==> config.mk <==
export PLATFORM = sky130hd
export DESIGN_NAME = clock_core
export DESIGN_NICKNAME = d
export VERILOG_FILES = /design/src/rtl/clock_core.sv
export SDC_FILE = /design/constraint.sdc
export NUM_CORES = 1
export LEC_CHECK = 0
export BUFFER_PORTS_ARGS = -buffer_cell sky130_fd_sc_hd__buf_2
export CORE_UTILIZATION = 45
export CTS_BUF_LIST = sky130_fd_sc_hd__clkbuf_4
export DETAILED_ROUTE_END_ITERATION = 8
export PLACE_DENSITY_LB_ADDON = 0.1
export SLEW_MARGIN = 40
export SYNTH_ARGS = -nofsm -noshare
export SYNTH_HDL_FRONTEND = slang
export SYNTH_SLANG_ARGS = --single-unit
==> constraint.sdc <==
create_clock -name clk -period 2.2 [get_ports clk]
set_input_delay 0.11 -clock clk [delete_from_list [all_inputs] [get_ports clk]]
set_output_delay 0.11 -clock clk [all_outputs]
set_load 0.03 [all_outputs]
==> src/rtl/clock_core.sv <==
// clock_core: 1 Hz timekeeping with time/alarm setting via two keys and a ring request.
// Alarm registers, match logic and ring counter are built only when CLOCK_ALARM_EN is defined.
module clock_core #(
    parameter int CLK_DIV   = 50_000_000,
    parameter int BELL_SECS = 5
) (
    input  logic       clk,
    input  logic       rst_n,
    input  logic [3:0] state_mode,
    input  logic       key_sel,
    input  logic       key_inc,
    output logic [7:0] hour_time,
    output logic [7:0] minute_time,
    output logic [7:0] second_time,
    output logic [3:0] week_day,
    output logic [7:0] alarm_hour_time,
    output logic [7:0] alarm_minute_time,
    output logic [7:0] alarm_second_time,
    output logic       bell_en,
    output logic [1:0] sel_field
);

    localparam int              CNT_W   = $clog2(CLK_DIV);
    localparam logic [CNT_W-1:0] CNT_MAX = CNT_W'(CLK_DIV - 1);

    function automatic logic [7:0] inc_wrap(input logic [7:0] val, input logic [7:0] last);
        return (val >= last) ? 8'd0 : val + 8'd1;
    endfunction

    logic             mode_set_time;
    logic             mode_set_alarm;
    logic             tick;
    logic [CNT_W-1:0] cnt_q, cnt_d;
    logic [3:0]       mode_q;
    logic [1:0]       sel_q, sel_d;
    logic [7:0]       hour_q, hour_d, min_q, min_d, sec_q, sec_d;
    logic [3:0]       wday_q, wday_d;

    assign mode_set_time = (state_mode == 4'd1);
`ifdef CLOCK_ALARM_EN
    assign mode_set_alarm = (state_mode == 4'd3);
`else
    assign mode_set_alarm = 1'b0;
`endif

    // The divider is frozen at 0 while the user is setting the time.
    assign tick = !mode_set_time && (cnt_q == CNT_MAX);

    always_comb begin
        // NOTE: every combinational output gets a default first so no path can infer a latch.
        cnt_d = cnt_q + CNT_W'(1);
        if (mode_set_time || tick) begin
            cnt_d = '0;
        end
    end

    always_comb begin
        sel_d = sel_q;
        if (state_mode != mode_q) begin
            sel_d = 2'd0;
        end else if (key_sel) begin
            if (mode_set_time) begin
                sel_d = sel_q + 2'd1;
            end else if (mode_set_alarm) begin
                sel_d = (sel_q >= 2'd2) ? 2'd0 : sel_q + 2'd1;
            end
        end
    end

    always_comb begin
        hour_d = hour_q;
        min_d  = min_q;
        sec_d  = sec_q;
        wday_d = wday_q;
        if (tick) begin
            if (sec_q >= 8'd59) begin
                sec_d = 8'd0;
                if (min_q >= 8'd59) begin
                    min_d = 8'd0;
                    if (hour_q >= 8'd23) begin
                        hour_d = 8'd0;
                        wday_d = (wday_q >= 4'd7) ? 4'd1 : wday_q + 4'd1;
                    end else begin
                        hour_d = hour_q + 8'd1;
                    end
                end else begin
                    min_d = min_q + 8'd1;
                end
            end else begin
                sec_d = sec_q + 8'd1;
            end
        end else if (mode_set_time && key_inc) begin
            // Setting wraps each field on its own; no carry into the next field.
            case (sel_q)
                2'd0:    hour_d = inc_wrap(hour_q, 8'd23);
                2'd1:    min_d  = inc_wrap(min_q, 8'd59);
                2'd2:    sec_d  = 8'd0;
                default: wday_d = (wday_q >= 4'd7) ? 4'd1 : wday_q + 4'd1;
            endcase
        end
    end

    always_ff @(posedge clk or negedge rst_n) begin
        // NOTE: sequential state uses non-blocking assignments so all registers update from pre-edge values.
        if (!rst_n) begin
            cnt_q  <= '0;
            mode_q <= 4'd0;
            sel_q  <= 2'd0;
            hour_q <= 8'd0;
            min_q  <= 8'd0;
            sec_q  <= 8'd0;
            wday_q <= 4'd1;
        end else begin
            cnt_q  <= cnt_d;
            mode_q <= state_mode;
            sel_q  <= sel_d;
            hour_q <= hour_d;
            min_q  <= min_d;
            sec_q  <= sec_d;
            wday_q <= wday_d;
        end
    end

    assign hour_time   = hour_q;
    assign minute_time = min_q;
    assign second_time = sec_q;
    assign week_day    = wday_q;
    assign sel_field   = sel_q;

`ifdef CLOCK_ALARM_EN
    localparam int               RING_W    = (BELL_SECS > 1) ? $clog2(BELL_SECS) : 1;
    localparam logic [RING_W-1:0] RING_LAST = RING_W'(BELL_SECS - 1);

    logic [7:0]        al_hour_q, al_hour_d, al_min_q, al_min_d, al_sec_q, al_sec_d;
    logic              match_q, match_d;
    logic              bell_q, bell_d;
    logic [RING_W-1:0] ring_q, ring_d;
    logic              cancel;
    logic              trigger;

    assign cancel  = bell_q && (key_sel || key_inc);
    assign trigger = tick && ({hour_d, min_d, sec_d} == {al_hour_q, al_min_q, al_sec_q});

    always_comb begin
        al_hour_d = al_hour_q;
        al_min_d  = al_min_q;
        al_sec_d  = al_sec_q;
        if (mode_set_alarm && key_inc) begin
            case (sel_q)
                2'd0:    al_hour_d = inc_wrap(al_hour_q, 8'd23);
                2'd1:    al_min_d  = inc_wrap(al_min_q, 8'd59);
                default: al_sec_d  = inc_wrap(al_sec_q, 8'd59);
            endcase
        end
    end

    // match_q delays the ring start so bell_en rises the cycle after the matching time is shown.
    always_comb begin
        match_d = trigger && !cancel;
        bell_d  = bell_q;
        ring_d  = ring_q;
        if (cancel) begin
            bell_d = 1'b0;
            ring_d = '0;
        end else if (match_q) begin
            bell_d = 1'b1;
            ring_d = '0;
        end else if (bell_q && tick) begin
            if (ring_q == RING_LAST) begin
                bell_d = 1'b0;
                ring_d = '0;
            end else begin
                ring_d = ring_q + RING_W'(1);
            end
        end
    end

    always_ff @(posedge clk or negedge rst_n) begin
        if (!rst_n) begin
            al_hour_q <= 8'd0;
            al_min_q  <= 8'd0;
            al_sec_q  <= 8'd0;
            match_q   <= 1'b0;
            bell_q    <= 1'b0;
            ring_q    <= '0;
        end else begin
            al_hour_q <= al_hour_d;
            al_min_q  <= al_min_d;
            al_sec_q  <= al_sec_d;
            match_q   <= match_d;
            bell_q    <= bell_d;
            ring_q    <= ring_d;
        end
    end

    assign alarm_hour_time   = al_hour_q;
    assign alarm_minute_time = al_min_q;
    assign alarm_second_time = al_sec_q;
    assign bell_en           = bell_q;
`else
    assign alarm_hour_time   = 8'd0;
    assign alarm_minute_time = 8'd0;
    assign alarm_second_time = 8'd0;
    assign bell_en           = 1'b0;
`endif

endmodule
==> results.py <==
metrics = {
    "logic_synthesis": {
        "synth_cells": 334,
        "synth_top_area_share_pct": 44.2,
        "ys_ff_latch": 60,
        "synth_edf_count": 0,
        "ys_warn_count": 0,
        "synth.top_cells.by_area": "dfrtp_1 (44%), buf_4 (5.6%), xor2_1 (4.5%)",
        "yosys.area_share.adder_pct": 3.37,
        "async_reset_ff_share_pct": 100,
        "synth_cell_type_count": 57,
        "avgSynthCellArea_um2": 9.99,
        "yosysSeqAreaShare_pct": 45.0,
        "synthSimpleGateAreaFrac_pct": 25.5,
        "synth_compound_area_share_pct": 8.36,
        "synthMuxAreaShare_pct": 2.51,
        "synthMostInstantiatedCell": "dfrtp_1",
        "yosys.area.top_type": "dfrtp_1",
        "synth_area_mm2": 0.00334,
        "netlist_top_cells_count": "dfrtp_1 (59), nor2_1 (36), buf_4 (25), nand2_1 (25), xor2_1 (17)",
        "synth-xor-area-share_pct": 7.61,
        "synth_ff_type": "dfrtp_1",
        "synth_top_family_by_area": "simple AND/OR/NAND/NOR gates",
    },
    "floorplanning": {
        "ioPinCount": 63,
        "die_x_um": 88.1,
        "core-area_mm2": 0.00721,
        "dieArea_mm2": 0.00776,
        "start_util_pct": 46.3,
        "row_count": 31,
        "die_y_um": 88.1,
    },
    "critical_path": {
        "crit_chain": "buf_4, or4_4, nor4b_4, buf_4, a31oi_4, mux2_1",
        "path_common_cell": "buf_4",
        "start_kind": "flop",
        "timing.rr.start": "cnt_q[8]",
        "critPathCaptureType": "flop",
        "setup.worst_path.class": "reg2reg",
        "crit_slowest_cell": "or4_4",
        "cpLargestDelayFamily": "simple AND/OR/NAND/NOR gates",
        "critPathLaunch": "cnt_q[8]",
        "critPathBufInv": 2,
        "cp.arrival_ns": 2.42,
        "cp_slowest_stage_delay_ns": 0.54,
        "crit_fanout": 6,
        "required_ns": 2.49,
    },
    "clocking": {
        "cts_buffers": 9,
        "cts_tree": "built",
        "htreeDepth": 3,
        "clockRootBuffer": "clkbuf_4",
        "clock_latency_ns": 0.42,
        "clock_path_buffers": 2,
        "clock_sinks": 60,
        "path_clk_slew_ns": 0.10,
    },
    "timing": {
        "tightest_slew_ns": 0.658,
        "hold_viol_final": 0,
        "hold_slack_ns": 0.193,
        "worst_clock_skew_ns": 0.0247,
        "drv_slew": 0,
        "max_slew_margin_pct": 56.1,
        "finalSetupViolCount": 0,
        "min_period_ns": 2.13,
        "period_share_pct": 96.9,
        "fmax_ghz": 0.469,
        "rsz0062_at_grt": "yes",
    },
    "route": {
        "num_vias": 2564,
        "routed_wirelength_mm": 6.83,
        "drc_errors": 0,
        "drt_first_pass_iters": 4,
        "ant_nets": 0,
        "wl_per_cell_um": 13.3,
        "vias_per_cell": 5.01,
        "dr.first_iter.drc_count": 128,
    },
    "global_routing": {
        "antenna_found_initial": 0,
        "grt_pass1_vias": 2295,
        "overflow": 0,
        "gr-usage-all-layers_pct": 18.8,
        "grt_max_degree": 39,
        "grt_pass1_wl_mm": 11.0,
    },
    "cells_and_area": {
        "syn_to_final_growth_pct": 18.2,
        "drive_gt1_share_pct": 26.2,
        "multi_input_area_mm2": 0.00171,
        "seq_area_mm2": 0.00151,
        "final_nets": 425,
        "fillers": 674,
        "fin_area_mm2": 0.00395,
        "diodes": 0,
    },
    "placed_design": {
        "place_hpwl_mm": 4.81,
        "placed_area_mm2": 0.00374,
        "gp_congestion": 0.835,
        "portBuffers": 37,
    },
    "power_and_ir_drop": {
        "leakage_nw": 1.96,
        "power_density_mw_per_mm2": 592,
        "vdd_drop_max_mv": 0.295,
        "p_total_mw": 2.33,
    },
    "worst_hold_path": {
        "min_path_type": "in2async",
    },
    "flow_run": {
        "cap_viol_max_count": 0,
    },
    "outcome": {
        "status": "complete, no violations",
    },
}
## power by group
part | switching, mW | internal (mW) | total, mW
clock network | 0.420 | 0.250 | 0.670
registers | 0.0891 | 1.18 | 1.27
logic | 0.239 | 0.155 | 0.393
## area by class of cell
type                            instances  share of cell area (%)
Multi-Input combinational cell        259                    43.2
Inverter                                9                   0.856
Tap cell                               99                    3.14
Clock buffer                           11                    2.09
Sequential cell                        60                    38.2
Timing Repair Buffer                   69                    11.8
Clock inverter                          5                   0.729
## placed cells by master, fill, tap and decap left out, types with 9 or more instances in the layout
master / Yosys / routed
buf_2: 2 / 37
and2_1: 11 / 11
clkbuf_4: 0 / 11
nand3_1: 16 / 16
and3_1: 13 / 12
nor2_1: 36 / 36
buf_4: 25 / 24
inv_1: 9 / 9
dfrtp_1: 59 / 57
nand4_1: 10 / 10
xor2_1: 17 / 17
xnor2_1: 12 / 12
nand2_1: 25 / 25
conb_1: 1 / 25
## cells by family (layout without fill, tap and decap cells)
group,Yosys count,after routing
multiplexers,7,7
adder cells (fa/ha/maj),9,9
AND/OR/NAND/NOR,150,150
other,1,25
AO/OA/AOI/OAI,39,39
XOR/XNOR,29,29
flip-flops,60,60
buffers and inverters,39,94
## path summary, 6_finish.rpt
kind                                 to  cells past startpoint  slack [ns]
max in group asynchronous     cnt_q[15]                      3        1.39
max                         week_day[3]                      6        0.07
min in group clk            week_day[2]                      5        0.27
min reg2reg                    cnt_q[0]                      1        0.49
max reg2reg                 week_day[3]                      6        0.07
min                        hour_time[0]                      2        0.19
## sequential cells by signal (all words and copies together) (netlist names)
register,count
minute_time,8
cnt_q,26
second_time,8
week_day,4
hour_time,8
mode_q,4
sel_field,2
## routing by layer
metal	GRT usage (%)	share of wire [%]
met3	4.81	4.0
met1	26.2	48
met4	7.48	1.7
met2	27.9	46
met5	0	0
## stage by stage
stage	worst slack (ns)	cells	setup TNS (ns)	utilization, %
global placement	0.0413	488	0	51.9
detailed placement	0.0207	488	0	51.9
finish	0.0678	512	0	54.7
CTS	0.0169	510	0	54.3
floorplan	-0.000726	358	-0.000726	-
global route	-0.0195	512	-0.0410	54.7
## repair_timing
item	in CTS	in global routing
hold buffers	6	0
resized for setup	0	5
endpoints found under the setup margin	1	13
pin swaps	1	3
endpoints found under the hold margin	26	0
cloned	0	0
buffers inserted	0	2
Note: power is estimated with default switching activity, not from simulation.
